## src/rtl/multdiv_pkg.sv

```systemverilog
// Shared types and helpers for the MultDiv unit: controller state encoding,
// Booth recoding ops, default datapath width and the 8-bit CLA slice.
package multdiv_pkg;

  localparam int WIDTH_DEF = 32;

  typedef enum logic [1:0] {
    ST_IDLE = 2'b00,
    ST_RUN  = 2'b01,
    ST_DONE = 2'b10
  } mult_state_t;

  typedef enum logic [1:0] {
    OP_NOP = 2'b00,
    OP_ADD = 2'b01,
    OP_SUB = 2'b10
  } booth_op_t;

  typedef struct packed {
    logic [7:0] sum;
    logic       gout;
    logic       pout;
  } cla8_t;

  // One 8-bit carry-lookahead slice: per-bit sums from lookahead carries,
  // plus group generate/propagate so slices can be chained.
  function automatic cla8_t cla8(input logic [7:0] a, input logic [7:0] b, input logic cin);
    cla8_t      res;
    logic [7:0] g;
    logic [7:0] p;
    logic       c;
    logic       gg;
    g  = a & b;
    p  = a ^ b;
    c  = cin;
    gg = 1'b0;
    res = '0;
    for (int i = 0; i < 8; i++) begin
      res.sum[i] = p[i] ^ c;
      c          = g[i] | (p[i] & c);
      gg         = g[i] | (p[i] & gg);
    end
    res.gout = gg;
    res.pout = &p;
    return res;
  endfunction

endpackage

```

## src/rtl/booth_addsub.sv

```systemverilog
// WIDTH+1 bit add/subtract: WIDTH/8 chained CLA slices plus a one-bit
// sign-extension full adder on bit WIDTH. Carry-out of the top bit is dropped.
module booth_addsub
  import multdiv_pkg::*;
#(
  parameter int WIDTH = WIDTH_DEF
) (
  input  logic [WIDTH:0] a,
  input  logic [WIDTH:0] b,
  input  logic           sub,
  output logic [WIDTH:0] sum
);

  logic [WIDTH:0] b_eff;
  logic           carry;
  cla8_t          slice;

  // Invert the second operand for subtraction and ripple group carries slice to slice.
  always_comb begin
    sum   = '0;
    slice = '0;
    if (sub) begin
      b_eff = ~b;
    end else begin
      b_eff = b;
    end
    carry = sub;
    for (int s = 0; s < WIDTH / 8; s++) begin
      slice          = cla8(a[s*8 +: 8], b_eff[s*8 +: 8], carry);
      sum[s*8 +: 8]  = slice.sum;
      carry          = slice.gout | (slice.pout & carry);
    end
    sum[WIDTH] = a[WIDTH] ^ b_eff[WIDTH] ^ carry;
  end

endmodule

```

## src/rtl/booth_mult_seq.sv

```systemverilog
// Sequential radix-2 Booth multiplier controller: one add/sub plus arithmetic
// shift per cycle for WIDTH cycles, low WIDTH product bits and overflow flag.
module booth_mult_seq
  import multdiv_pkg::*;
#(
  parameter int WIDTH = WIDTH_DEF
) (
  input  logic             clock,
  input  logic             reset,
  input  logic             ctrl_MULT,
  input  logic [WIDTH-1:0] data_operandA,
  input  logic [WIDTH-1:0] data_operandB,
  output logic [WIDTH-1:0] data_result,
  output logic             data_exception,
  output logic             data_resultRDY,
  output logic             busy
);

  localparam int CW = $clog2(WIDTH) + 1;

  mult_state_t    state_r;
  logic [WIDTH:0] m_r;
  logic [WIDTH:0] acc_r;
  logic [WIDTH-1:0] q_r;
  logic           q_m1_r;
  logic [CW-1:0]  count_r;
  logic           exc_r;
  logic           rdy_r;
  logic           busy_r;

  booth_op_t      op_s;
  logic [WIDTH:0] addend_s;
  logic           sub_s;
  logic [WIDTH:0] sum_s;
  logic [WIDTH:0] acc_next_s;
  logic [WIDTH-1:0] q_next_s;
  logic           exc_next_s;

  // Booth recoding of the current multiplier bit pair.
  always_comb begin
    case ({q_r[0], q_m1_r})
      2'b01:   op_s = OP_ADD;
      2'b10:   op_s = OP_SUB;
      default: op_s = OP_NOP;
    endcase
  end

  // A NOP adds zero so the accumulator passes through the shared adder unchanged.
  always_comb begin
    sub_s = (op_s == OP_SUB);
    if (op_s == OP_NOP) begin
      addend_s = '0;
    end else begin
      addend_s = m_r;
    end
  end

  booth_addsub #(.WIDTH(WIDTH)) u_addsub (
    .a   (acc_r),
    .b   (addend_s),
    .sub (sub_s),
    .sum (sum_s)
  );

  // Arithmetic right shift of {sum,Q} and overflow check on the shifted result.
  always_comb begin
    acc_next_s = {sum_s[WIDTH], sum_s[WIDTH:1]};
    q_next_s   = {sum_s[0], q_r[WIDTH-1:1]};
    exc_next_s = (acc_next_s != {(WIDTH+1){q_next_s[WIDTH-1]}});
  end

  // Controller FSM, iteration counter and product shift registers.
  always_ff @(posedge clock) begin
    if (reset) begin
      state_r <= ST_IDLE;
      m_r     <= '0;
      acc_r   <= '0;
      q_r     <= '0;
      q_m1_r  <= 1'b0;
      count_r <= '0;
      exc_r   <= 1'b0;
      rdy_r   <= 1'b0;
      busy_r  <= 1'b0;
    end else begin
      case (state_r)
        ST_IDLE, ST_DONE: begin
          rdy_r <= 1'b0;
          if (ctrl_MULT) begin
            m_r     <= {data_operandA[WIDTH-1], data_operandA};
            acc_r   <= '0;
            q_r     <= data_operandB;
            q_m1_r  <= 1'b0;
            count_r <= '0;
            exc_r   <= 1'b0;
            busy_r  <= 1'b1;
            state_r <= ST_RUN;
          end else begin
            state_r <= ST_IDLE;
          end
        end
        ST_RUN: begin
          acc_r   <= acc_next_s;
          q_r     <= q_next_s;
          q_m1_r  <= q_r[0];
          count_r <= count_r + 1'b1;
          if (count_r == CW'(WIDTH - 1)) begin
            // Exception is taken from the final product so it is valid with the ready pulse.
            exc_r   <= exc_next_s;
            rdy_r   <= 1'b1;
            busy_r  <= 1'b0;
            state_r <= ST_DONE;
          end else begin
            state_r <= ST_RUN;
          end
        end
        default: begin
          rdy_r   <= 1'b0;
          busy_r  <= 1'b0;
          state_r <= ST_IDLE;
        end
      endcase
    end
  end

  assign data_result    = q_r;
  assign data_exception = exc_r;
  assign data_resultRDY = rdy_r;
  assign busy           = busy_r;

endmodule

```

## config.mk

```make
export PLATFORM = sky130hd
export DESIGN_NAME = booth_mult_seq
export DESIGN_NICKNAME = d
export VERILOG_FILES = /design/src/rtl/multdiv_pkg.sv /design/src/rtl/booth_addsub.sv /design/src/rtl/booth_mult_seq.sv
export SDC_FILE = /design/constraint.sdc
export NUM_CORES = 1
export LEC_CHECK = 0
export BUFFER_PORTS_ARGS = -buffer_cell sky130_fd_sc_hd__buf_2
export CORE_UTILIZATION = 61
export CTS_BUF_LIST = sky130_fd_sc_hd__clkbuf_16
export DETAILED_ROUTE_END_ITERATION = 8
export GPL_ROUTABILITY_DRIVEN = 1
export GPL_TIMING_DRIVEN = 0
export PLACE_DENSITY = 0.83
export SKIP_LAST_GASP = 1
export SYNTH_ARGS = -nofsm -noshare
export SYNTH_HDL_FRONTEND = slang
export SYNTH_SLANG_ARGS = --single-unit
```

## constraint.sdc

```tcl
create_clock -name clock -period 11.3 [get_ports clock]
set_clock_uncertainty 0.1 [all_clocks]
set_input_delay 1.13 -clock clock [delete_from_list [all_inputs] [get_ports clock]]
set_output_delay 1.13 -clock clock [all_outputs]
set_load 0.1 [all_outputs]
```

Yosys cells after proc, flatten, opt, wreduce, memory -nomap -nowiden
Cells that the tools add are included.
Word-level totals
  bits in registers: 109
  bits of input ports: 67
  output and inout port bits: 35
  word-level logic and storage cells: 215
Cells by class
  add/sub/neg operators: 1
  equal/unequal tests: 9
  mux-type cells: 19
  bitwise logic cells: 164
  reductions and logical operators: 13
Operators by type and width (count)
  $mux 33: 3
  $pmux 33 s2: 1
  $pmux 32 s2: 1
  $and 1x1->1: 60
  $or 1x1->1: 60
  $xor 1x1->1: 34
  $ne 33x33->1: 1
  $not 33->33: 1
  $and 8x8->8: 4
  $mux 32: 1
  $reduce_and 8->1: 4
  $xor 8x8->8: 4
  $pmux 6 s2: 1
  $pmux 2 s2: 2
  $add 6x1->6 const B: 1
  $eq 2x2->1 const B: 3
  $eq 6x5->1 const B: 1
  $mux 6: 1
  $pmux 1 s2: 3
  $reduce_and 2->1: 3
  $mux 1: 5
  $eq 2x1->1 const B: 2
  $logic_not 2->1: 2
  $ne 2x2->1 const B: 2
  other kinds (5): 6

Logic depth before layout (Yosys ltp)
Gate-level depths: netlist (run 1).
  word-level depth: 44
  mapped depth: 25

Cells and area by module
Synthesis (run 1) repeated with hierarchy kept, for this count alone.
Second synthesis, totals
  cells, all modules: 724
  area total of the unflattened synthesis: 6144.6 sq um
Modules (own cells, without submodules)
  booth_mult_seq: times used 1, cells each 479, area an instance 4169.0 sq um, seq. area each 2162.1 sq um
  booth_addsub: times used 1, cells each 245, area an instance 1975.6 sq um, seq. area each 0.0 sq um

Least setup slack after synthesis (run 1)
Ideal clock, no wire load.
  path type: reg-to-reg
  from: register q_r[0] (netlist: data_result[0])
  to: register exc_r (netlist: data_exception)
  library setup time: 0.116 ns
  data arrival time: 7.987 ns
  slack: 3.097 ns
  cell stages (with the launch flop): 25
  period minus slack after synthesis: 8.203 ns
  cell sequence: dfxtp_1 ha_1 buf_6 clkbuf_1 xnor2_1 ha_1 a211oi_1 o211ai_1 a221o_1 a21o_1 a211o_1 fa_1 fa_1 fa_1 fa_1 fa_1 fa_1 fa_1 or4_1 nor4_1 a32oi_1 nor3_2 nor4b_1 and3b_1 o211a_1
Between the ends
  longest elaborated chain between the ends: 44
  elaborated cells between the ends (all ways): 177
  classes of those cells: eq/ne: 4; mux: 5; bitwise: 163; reduce/logical: 5
RTL lines
  start: declaration: line booth_mult_seq.sv:24  | logic [WIDTH-1:0] q_r;
  start signal: assignment: line booth_mult_seq.sv:91  | q_r <= data_operandB;
  start signal: assignment: line booth_mult_seq.sv:103  | q_r <= q_next_s;
  $eq 2x2->1 / $eq 2x1->1 (equally long branches): line booth_mult_seq.sv:41  | case ({q_r[0], q_m1_r})
  $pmux 2 s2 *: line booth_mult_seq.sv:41
  $logic_not 2->1: line booth_mult_seq.sv:51  | if (op_s == OP_NOP) begin
  $mux 33: line booth_mult_seq.sv:51
  $not 33->33: line booth_addsub.sv:23  | b_eff = ~b;
  $mux 33: line booth_addsub.sv:22  | if (sub) begin
  $xor 8x8->8 / $and 8x8->8 (equally long branches): line multdiv_pkg.sv:34, multdiv_pkg.sv:33
  $and 1x1->1: line multdiv_pkg.sv:41  | gg = g[i] | (p[i] & gg);
  (+28 left out)
  $and 1x1->1: line multdiv_pkg.sv:40  | c = g[i] | (p[i] & c);
  $or 1x1->1: line multdiv_pkg.sv:40
  $and 1x1->1: line multdiv_pkg.sv:40
  $or 1x1->1: line multdiv_pkg.sv:40
  $xor 1x1->1: line multdiv_pkg.sv:39  | res.sum[i] = p[i] ^ c;
  $ne 33x33->1 *: line booth_mult_seq.sv:69  | exc_next_s = (acc_next_s != {(WIDTH+1){q_next_s[WIDTH-1]}});
  $mux 1 *: line booth_mult_seq.sv:106  | if (count_r == CW'(WIDTH - 1)) begin
  $pmux 1 s2 *: line booth_mult_seq.sv:85  | case (state_r)
  end signal: assignment: line booth_mult_seq.sv:108  | exc_r <= exc_next_s;
  end: declaration: line booth_mult_seq.sv:27  | logic exc_r;
Every way passes the cells marked *; elsewhere a longest branch is shown, timed or not. The select of a mux whose other input is x is not followed.
A chain may end at the register's enable or synchronous reset.

Worst setup path after layout (run 1)
Same ends and word-level chain as after synthesis.

==> results of run 1 <==
where the power goes:
group	internal [W]	leakage [nW]	switching, W	total (W)
registers	0.000401	0.882	0.0000164	0.000418
logic	0.0000698	1.86	0.000158	0.000228
clock network	0.000151	0.137	0.000151	0.000303
total	0.000622	2.88	0.000325	0.000948
logic make-up (layout without fill, tap and decap cells):
family | after synthesis | after routing | share of synthesized area (%)
AO/OA/AOI/OAI | 175 | 175 | 20.0
XOR/XNOR | 37 | 37 | 5.51
adder cells (fa/ha/maj) | 61 | 61 | 16.4
buffers and inverters | 53 | 169 | 3.51
flip-flops | 108 | 108 | 36.8
multiplexers | 1 | 1 | 0.192
AND/OR/NAND/NOR | 212 | 212 | 17.5
per-layer routing:
| metal | vias to the layer above | global-route usage (%) |
|---|---|---|
| li1 | 2505 | - |
| met5 | - | 0 |
| met2 | 187 | 52.8 |
| met3 | 32 | 4.60 |
| met1 | 2491 | 37.1 |
| met4 | 0 | 12.4 |
cells in the mapped netlist, types with 2 or more instances:
library cell,count
dfxtp_1,108
nand2_1,112
and3b_1,2
or4_1,2
or2_2,2
clkbuf_1,35
a22oi_1,33
nand3b_1,3
nand3_1,3
a211oi_1,2
nor3_1,8
ha_1,34
a21oi_1,74
a21o_1,3
nand4_1,9
nand2b_1,37
nor2_1,16
fa_1,27
a32oi_1,2
inv_1,14
nor4_1,5
o21a_1,3
xnor2_1,36
nor2b_1,3
o211ai_1,7
o21ai_0,10
buf_1,3
a22o_1,29
layout make-up:
class,count,share of cell area (%)
clock buffers,9,3.30
plain buffers,39,2.26
repair buffers,101,7.41
multi-input cells,486,51.5
well taps,129,2.37
clock inverters,6,0.716
flip-flops and latches,108,31.7
inverters,14,0.771
path summary, 6_finish.rpt:
check,start,end,slack [ns],cells after the start
setup / recovery,data_result[0]$_SDFFE_PP0P_,data_exception$_SDFFE_PP0P_,2.94,24
hold reg to reg,m_r[17]$_SDFFE_PP0P_,m_r[17]$_SDFFE_PP0P_,0.36,2
setup reg to reg,data_result[0]$_SDFFE_PP0P_,data_exception$_SDFFE_PP0P_,2.94,24
hold / removal,m_r[17]$_SDFFE_PP0P_,m_r[17]$_SDFFE_PP0P_,0.36,2
state kept, by name, indices dropped and copies added, names as in the netlist:
name	count
busy	1
data_resultRDY	1
data_exception	1
data_result	32
q_m1_r	1
m_r	32
state_r	2
count_r	6
acc_r	32
worst min-delay path, stage by stage, from the launching register on:
cell and delay [ns]:
dfxtp_1 0.31, nand2_1 0.05, a21oi_1 0.05
per-stage QoR:
step           util, %  cell area, sq um  setup WS (ns)  total power (W)  hold slack, ns
2_1_floorplan        -              5880           3.10         0.000592           0.337
3_3_place_gp      70.5              6540           3.16         0.000643           0.345
3_5_place_dp      70.5              6540           2.97         0.000651           0.347
4_1_cts           73.4              6820           2.92         0.000945           0.358
5_1_grt           73.4              6820           2.51         0.000986           0.382
6_report          73.4              6820           2.94         0.000948           0.359
==> impl_results.md, run 1 <==
* Critical path fanouts, max at 10
* Via count at 5,215
* Period utilization at ~74%
* Min Tclk post-route at about 8.4 ns
* DR WL/cell at between 15 and 20 microns
* Max Used Layer: met4
* Critical Path Max Stage Delay at roughly 0.57 ns
* Fillers at between 700 and 800
* Final Hold Vio Count at 0
* Multi-input gate area at 0.00351 sq mm
* Ranking of synthesized cells by area: dfxtp_1 (37%), fa_1 (9.2%), ha_1 (7.2%), nand2_1 (7.2%), a21oi_1 (6.3%)
* CP dominant cell by count: fa_1
* Hold_buf cts at 0
* Gr ovfl total at 0
* Routed wl met2 at around 7300 microns
* Final GP Congestion at 0.921
* Worst-path clk slew at ~0.07 ns
* Cells after DPL at between 800 and 900
* Worst Hold Class: reg -> reg
* Inserted Clock Buffers at 9
* Worst-margin pin slew at roughly 0.97 ns
* CP Capture Type: flip-flop
* Diodes inserted at 0
* Fmax at approximately 0.12 GHz
* Yosys top cell area share at a little under two fifths
* Vias per cell at 5.85
* Die X at around 100 microns
* RSZ-0062 raised after global routing: no
* CTS root buf: clkbuf_16
* Max Slew Vio Count at 0
* Clk_lat worst skew at between 0.3 and 0.4 ns
* Max-cap violations at 0
* I/O Buffers at around 100
* Die extent in y at between 100 and 150 microns
* CTS tree: done
* Primary FF master, synth: dfxtp_1
* Gr usage total at a little under a third
* Resized cells post-CTS at 0
* Met1 Wirelength at 6040 microns
* Warnings, synthesis at 0
* Area Overhead vs Synth at 16.0%
* Non-filler cells, final at between 800 and 900
* Fin nets at ~890
* Type of origin of the critical path: flip-flop
* CP bufs+invs at 2
* Post-Syn Nets at 775
* Share of layout cells above drive strength 1 at 16.4%
* Post-CTS Setup Bufs at 0
* Final setup violating endpoints at 0
* Rel. slew slack at roughly a third
* Initial Util at 63.3%
* Final WL at between 10,000 and 15,000 microns
* Largest net degree at the start of global routing at 19
* Antenna Nets Post-Route at 0
* First-pass GRT wire length at 23,800 microns
* DRC at 0
* Most frequent cells in the layout: nand2_1 (112), dfxtp_1 (108), buf_2 (101)
* Critical-path top delay cell: clkbuf_1
* Fraction of registers with async set/reset at 0%
* Die area at 0.0100 sq mm
* Setup CP Type: reg -> reg
* Hpwl dp at between 10,000 and 15,000 microns
* Outcome: finished clean
* Iter 0 DRT Violations at 234
* Pwr dens at 139 mW/mm^2
* Num rows at 35
* Cell variety after synth at 53
* Sequential area share after synthesis at ~37%
* Worst endpoint data arrival time at between 8 and 9 ns
* H-tree depth at 3
* VDD IR max at roughly 0.097 mV
* Most common cell after layout, fill and taps aside: nand2_1
* Vias in the first global route at roughly 5,100
* Initial antenna violation count at 0
* Post-synthesis cell count at 647
* Top delay family on crit path: adder cells
* Avg Cell Area, Syn at 9.08 sq um
* P_leak at ~2.9 nW
* Number of synthesized flops with an enable pin at 0
* FF/Latch Area at approximately 0.0022 sq mm
* Worst Path Required at ~11 ns
* Synthesized area at around 0.0059 sq mm
* Router iterations before antenna repair at 6
* Flops & latches, synth at approximately 110
* Cell taking the most area after synthesis: dfxtp_1
* CTS Sinks at between 100 and 150
* IO Pins at 102
* CP Cell Sequence: ha_1 > buf_6 > clkbuf_1 > xnor2_1 > ha_1 > a211oi_1 > o211ai_1 > a221o_1 > a21o_1 > a211o_1 > fa_1 > fa_1 > fa_1 > fa_1 > fa_1 > fa_1 > fa_1 > or4_1 > nor4_1 > a32oi_1 > nor3_2 > nor4b_1 > and3b_1 > o211a_1
* Routed wl met3 at 814 microns
* Core ar. at between 0.009 and 0.01 sq mm
* CTS Buffer Depth at 2
* Setup TNS at 0 ns
No activity file was read; power rests on OpenSTA's default activity.
==> inputs of run 2 (changes only) <==
CORE_UTILIZATION = 51   (was 61)
PLACE_DENSITY = 0.74   (was 0.83)
clock period = 7.3 ns   (was 11.3 ns; I/O delays follow)
==> run 2 against run 1 <==
Net effect: via count rose by 0.13%; register-to-register slack worse by 2.9 ns; sequential cell count is the same; hold slack about the same; highest routed layer unchanged; non-clock buffer count up 11; combinational power increased by 69%; worst setup slack worse by 2.9 ns; critical path depth rose by 1; maximum frequency increased by 16%.
==> impl_results.md, run 2 (same netlist as run 1, synthesis figures left out) <==
* Outcome: finished clean (unchanged)
* Period utilization at 99.2% (was 74.0%)
* Max Slew Vio Count at 0 (unchanged)
* First-pass GRT wire length at 24,600 microns (was 23,800 microns)
* Vias per cell at 5.71 (was 5.85)
* Worst-margin pin slew at 0.984 ns (was 0.967 ns)
* Initial Util at 53.3% (was 63.3%)
* Hold_sp: m_r[29]$_SDFFE_PP0P_ (was m_r[17]$_SDFFE_PP0P_)
* Router iterations before antenna repair at 5 (was 6)
* IO Pins at 102 (unchanged)
* Type of origin of the critical path: flip-flop (unchanged)
* DR WL/cell at 16.9 microns (was 16.3 microns)
* RSZ-0062 raised after global routing: yes (was no)
* Reg2reg start: data_result[0]$_SDFFE_PP0P_ (unchanged)
* Finished Core Util at 65.5% (was 73.4%)
* H-tree depth at 3 (unchanged)
* Inserted Clock Buffers at 9 (unchanged)
* Iter 0 DRT Violations at 339 (was 234)
* DRC at 0 (unchanged)
* Rel. slew slack at 33.9% (was 35.1%)
* Die X at 109 microns (was 100 microns)
* Worst endpoint data arrival time at 7.39 ns (was 8.50 ns)
* Switching share of power at 33.9% (was 34.3%)
* CP dominant cell by count: fa_2 (was fa_1)
* Area Overhead vs Synth at 23.0% (was 16.0%)
* Initial antenna violation count at 0 (unchanged)
* Core ar. at 0.0110 sq mm (was 0.00928 sq mm)
* CP Capture Type: flip-flop (unchanged)
* Most frequent cells in the layout: nand2_1 (112), dfxtp_1 (106), buf_2 (101) (was nand2_1 (112), dfxtp_1 (108), buf_2 (101))
* Final GP Congestion at 0.879 (was 0.921)
* Critical Path Max Stage Delay at 0.51 ns (was 0.57 ns)
* Final setup violating endpoints at 0 (unchanged)
* Overall Power at 0.00154 W (was 0.000948 W)
* Diodes inserted at 0 (unchanged)
* Hold_buf cts at 0 (unchanged)
* Most common cell after layout, fill and taps aside: nand2_1 (unchanged)
* Hpwl dp at 11,300 microns (was 10,900 microns)
* Largest net degree at the start of global routing at 19 (unchanged)
* Die area at 0.0120 sq mm (was 0.0100 sq mm)
* Min Tclk post-route at 7.24 ns (was 8.36 ns)
* P_leak at 3.04 nW (was 2.88 nW)
* Hold_ws at 0.359 ns (about the same)
* Cell-internal power at 0.00102 W (was 0.000622 W)
* Final Hold Vio Count at 0 (unchanged)
* Antenna Nets Post-Route at 0 (unchanged)
* Setup TNS at 0 ns (unchanged)
* I/O Buffers at 101 (unchanged)
* CTS Sinks at 108 (unchanged)
* Setup CP Type: reg -> reg (unchanged)
* Clock Power Share at 32.9% (was 31.9%)
* Sequential share of power at 42.0% (was 44.1%)
* Gate power share at 25.0% (was 24.0%)
* Die extent in y at 109 microns (was 100 microns)
* Worst Hold Class: reg -> reg (unchanged)
* Final WL at 15,500 microns (was 14,500 microns)
* Vias in the first global route at 5,128 (was 5,127)
* Gr ovfl total at 0 (unchanged)
* Num rows at 38 (was 35)
* Gr usage total at 26.9% (was 30.2%)
* Dpl cell area at 0.00659 sq mm (was 0.00654 sq mm)
* CTS root buf: clkbuf_16 (unchanged)
* CTS Buffer Depth at 2 (unchanged)
* Max-cap violations at 0 (unchanged)
* Fin nets at 898 (was 887)
* Worst Path Required at 7.45 ns (was 11.44 ns)
* Critical path origin: data_result[0]$_SDFFE_PP0P_ (unchanged)
* CTS tree: done (unchanged)
* Worst-path clk slew at 0.08 ns (was 0.07 ns)
* Pwr dens at 213 mW/mm^2 (was 139 mW/mm^2)
* Clk_lat worst skew at 0.36 ns (was 0.35 ns)
* VDD IR max at 0.190 mV (was 0.0966 mV)
* Fmax at 0.138 GHz (was 0.120 GHz)
* Critical-path top delay cell: fa_2 (was clkbuf_1)
* Net Switching at 0.000523 W (was 0.000325 W)
* Critical path fanouts, max at 7 (was 10)
* Finished Cell Area at 0.00723 sq mm (was 0.00682 sq mm)
* Share of layout cells above drive strength 1 at 24.1% (was 16.4%)
* Via count at 5,222 (was 5,215)
## run 2: cell types whose count changed in the layout (fill, tap and decap cells not counted), sizes merged
cell / before / now
clkinvlp: 0 / 1
buf: 105 / 120
bufinv: 0 / 1
clkbuf: 44 / 40
clkinv: 3 / 2
## run 2: per-stage QoR
step / setup WS [ns] / cells
after floorplan: 0.0382 / 647
after global placement: -0.495 / 888
after detailed placement: -0.526 / 888
after CTS: 0.0144 / 907
after global routing: -0.182 / 915
final: 0.0594 / 915
## run 2: power by group through the flow
stage | clock, W | combinational [W] | sequential (W)
floorplan | 0 | 0.000170 | 0.000749
global placement | 0 | 0.000343 | 0.000658
detailed placement | 0 | 0.000352 | 0.000660
CTS | 0.000510 | 0.000365 | 0.000647
global route | 0.000532 | 0.000416 | 0.000652
finish | 0.000508 | 0.000386 | 0.000648
## run 2: final timing paths
| check | slack (ns) | cells past startpoint | to |
|---|---|---|---|
| max | 0.06 | 25 | data_exception$_SDFFE_PP0P_ |
| min | 0.36 | 2 | m_r[29]$_SDFFE_PP0P_ |
| max reg2reg | 0.06 | 25 | data_exception$_SDFFE_PP0P_ |
| min reg2reg | 0.36 | 2 | m_r[29]$_SDFFE_PP0P_ |
## run 2: cell type report
type                       instances  area (sq um)
sequential                       108          2170
multi-input combinational        486          3770
inverter                          14          52.6
clock inverter                     7          71.3
tap                              140           175
timing repair buffer             112           588
fill                             891          3800
buffer                            39           183
clock buffer                       9           225
## run 2: metal layers
layer	global-route usage [%]	routed length, microns	vias up
met5	0	0	-
met4	10.7	463	0
met3	6.70	743	37
met2	45.5	7570	155
met1	32.7	6700	2496
li1	-	-	2534
## run 2: worst max-delay path: cells and delay by family (launching register included)
kind | cells | cell delay (ns)
buffers and inverters | 2 | 0.28
adder cells (fa/ha/maj) | 9 | 3.35
AND/OR/NAND/NOR | 8 | 1.68
AO/OA/AOI/OAI | 5 | 1.10
XOR/XNOR | 1 | 0.24
flip-flops | 1 | 0.37
## run 2: what timing repair did
item | 4_1_cts | 5_1_grt
gates resized for setup | 19 | 42
endpoints found under the setup margin | 1 | 1
pin swaps | 7 | 26
setup buffers | 3 | 9
==> inputs of run 3 (changes only) <==
SETUP_SLACK_MARGIN = 0.1   (was not set)
==> run 3 against run 2 <==
Net effect: final area down 1.2%; cell count down 0.66%; global-route usage down 0.55 points; first-iteration DRC count down 34%; clock power about the same; register-to-register slack better by 0.04 ns; via count down 1.3%; core utilization down 0.77 points.
==> impl_results.md, run 3 (same netlist as run 1, synthesis figures left out) <==
* Outcome: finished clean (unchanged)
* GR Util met2 at 44.0% (was 45.5%)
* Diodes inserted at 0 (unchanged)
* Area Overhead vs Synth at 21.6% (was 23.0%)
* Final WL at 14,800 microns (was 15,500 microns)
* Die extent in y at 109 microns (unchanged)
* Hold_buf cts at 0 (unchanged)
* Die area at 0.0120 sq mm (unchanged)
* CTS tree: done (unchanged)
* P_leak at 3.02 nW (was 3.04 nW)
* IO Pins at 102 (unchanged)
* Setup TNS at 0 ns (unchanged)
* Worst-path clk slew at 0.07 ns (was 0.08 ns)
* Vias per cell at 5.67 (was 5.71)
* DR WL/cell at 16.3 microns (was 16.9 microns)
* Initial antenna violation count at 0 (unchanged)
* CTS root buf: clkbuf_16 (unchanged)
* Pwr dens at 214 mW/mm^2 (was 213 mW/mm^2)
* Largest net degree at the start of global routing at 19 (unchanged)
* H-tree depth at 3 (unchanged)
* Max Slew Vio Count at 0 (unchanged)
* Fmax at 0.139 GHz (was 0.138 GHz)
* RSZ-0062 raised after global routing: yes (unchanged)
* Final Hold Vio Count at 0 (unchanged)
* CP Capture Type: flip-flop (unchanged)
* Num rows at 38 (unchanged)
* Antenna Nets Post-Route at 0 (unchanged)
* Gr ovfl total at 0 (unchanged)
* Period utilization at 98.6% (was 99.2%)
* Clk_lat worst skew at 0.36 ns (about the same)
* CTS Buffer Depth at 2 (unchanged)
* Gr usage total at 26.3% (was 26.9%)
* Cell-internal power at 0.00101 W (was 0.00102 W)
* Met3 Track Usage GR at 6.22% (was 6.70%)
* Non-filler cells, final at 909 (was 915)
* Fillers at 910 (was 891)
* Worst setup margin at 0.104 ns (was 0.0594 ns)
* Most common cell after layout, fill and taps aside: nand2_1 (unchanged)
* Inserted Clock Buffers at 9 (unchanged)
* Initial Util at 53.3% (unchanged)
* Cells after DPL at 888 (unchanged)
* Setup CP Type: reg -> reg (unchanged)
* Final setup violating endpoints at 0 (unchanged)
* Sequential share of power at 42.3% (was 42.0%)
* Worst-margin pin slew at 1.05 ns (was 0.984 ns)
* Switching share of power at 33.8% (was 33.9%)
* I/O Buffers at 101 (unchanged)
* Final GP Congestion at 0.879 (unchanged)
* Share of layout cells above drive strength 1 at 22.1% (was 24.1%)
* Router iterations before antenna repair at 5 (unchanged)
* Min Tclk post-route at 7.20 ns (was 7.24 ns)
* Worst Path Required at 7.45 ns (about the same)
* Fin nets at 892 (was 898)
* Worst Hold Class: reg -> reg (unchanged)
* VDD IR max at 0.165 mV (was 0.190 mV)
* Gate power share at 24.6% (was 25.0%)
* Die X at 109 microns (unchanged)
* Finished Cell Area at 0.00714 sq mm (was 0.00723 sq mm)
* GR peak layer: met2 (unchanged)
* Setup WS pre-CTS at -0.510 ns (was -0.526 ns)
* Vias in the first global route at 5,072 (was 5,128)
* Met1 Use GR at 33.0% (was 32.7%)
* Core ar. at 0.0110 sq mm (unchanged)
* Max-cap violations at 0 (unchanged)
* Type of origin of the critical path: flip-flop (unchanged)
* DRC at 0 (unchanged)
* Clock Power Share at 33.1% (was 32.9%)
* Hpwl dp at 11,000 microns (was 11,300 microns)
* Net Switching at 0.000517 W (was 0.000523 W)
* Via count at 5,155 (was 5,222)
* Dpl cell area at 0.00660 sq mm (was 0.00659 sq mm)
* Critical path fanouts, max at 10 (was 7)
* Worst endpoint data arrival time at 7.35 ns (was 7.39 ns)
* Iter 0 DRT Violations at 223 (was 339)
* Rel. slew slack at 29.2% (was 33.9%)
* First-pass GRT wire length at 24,200 microns (was 24,600 microns)
* CTS Sinks at 108 (unchanged)
* Most frequent cells in the layout: nand2_1 (112), dfxtp_1 (106), buf_2 (101) (unchanged)
## run 3: cell count changes in the layout (fill, tap and decap cells not counted), sizes merged
cell,delta
clkbuf,+4
clkinvlp,-1
clkinv,+1
buf,-10
## run 3: final cells by class
type / count / area (sq um) / share of cell area [%]
buffer: 39 / 190 / 2.66
clock buffer: 9 / 225 / 3.15
timing repair buffer: 106 / 543 / 7.60
clock inverter: 7 / 72.6 / 1.02
inverter: 14 / 52.6 / 0.736
sequential: 108 / 2170 / 30.3
tap: 140 / 175 / 2.45
multi-input combinational: 486 / 3720 / 52.0
## run 3: power groups by stage
| stage | logic (W) | clock network [W] | registers [W] |
|---|---|---|---|
| finish | 0.000377 | 0.000507 | 0.000647 |
| global route | 0.000405 | 0.000535 | 0.000651 |
| CTS | 0.000372 | 0.000513 | 0.000647 |
| detailed placement | 0.000352 | 0 | 0.000659 |
| global placement | 0.000343 | 0 | 0.000658 |
| floorplan | 0.000170 | 0 | 0.000749 |
## run 3: metal layers
metal,part of all wire (%),vias to the layer above
met2,48,131
met4,2.4,0
met1,45,2488
li1,-,2512
met5,0,-
met3,4.5,24
## run 3: worst paths after layout
kind	start	end	slack [ns]	cells after the start
max reg2reg	q_m1_r$_SDFFE_PP0P_	data_exception$_SDFFE_PP0P_	0.10	25
max	q_m1_r$_SDFFE_PP0P_	data_exception$_SDFFE_PP0P_	0.10	25
min reg2reg	m_r[25]$_SDFFE_PP0P_	m_r[25]$_SDFFE_PP0P_	0.36	2
min	m_r[25]$_SDFFE_PP0P_	m_r[25]$_SDFFE_PP0P_	0.36	2
## run 3: worst max-delay path, stage by stage, from the launching register on
cell and delay (ns):
dfxtp_2 0.34, inv_1 0.06, ha_4 0.26, clkbuf_8 0.16
nand2b_4 0.15, xnor2_2 0.21, ha_1 0.27, nor3_1 0.21
nor2_1 0.09, a221o_2 0.40, a21o_1 0.19, a211o_1 0.32
fa_2 0.38, fa_2 0.40, fa_2 0.37, fa_2 0.37
fa_2 0.38, fa_2 0.37, fa_2 0.50, or4_4 0.55
nor4_4 0.17, a32oi_2 0.18, nor3_2 0.15, nor4b_2 0.20
and3b_1 0.21, o211a_1 0.10
## run 3: through the flow
stage	util [%]	power [W]	hold WS (ns)
after global placement	59.9	0.00100	0.345
after detailed placement	59.9	0.00101	0.348
after CTS	64.5	0.00153	0.360
after global routing	64.8	0.00159	0.374
after floorplan	-	0.000919	0.337
final	64.8	0.00153	0.358
## run 3: what timing repair did
action / in CTS / in global routing
pin swaps: 15 / 2
setup endpoints to repair: 1 / 1
gates resized for setup: 36 / 5
setup buffers: 5 / 0
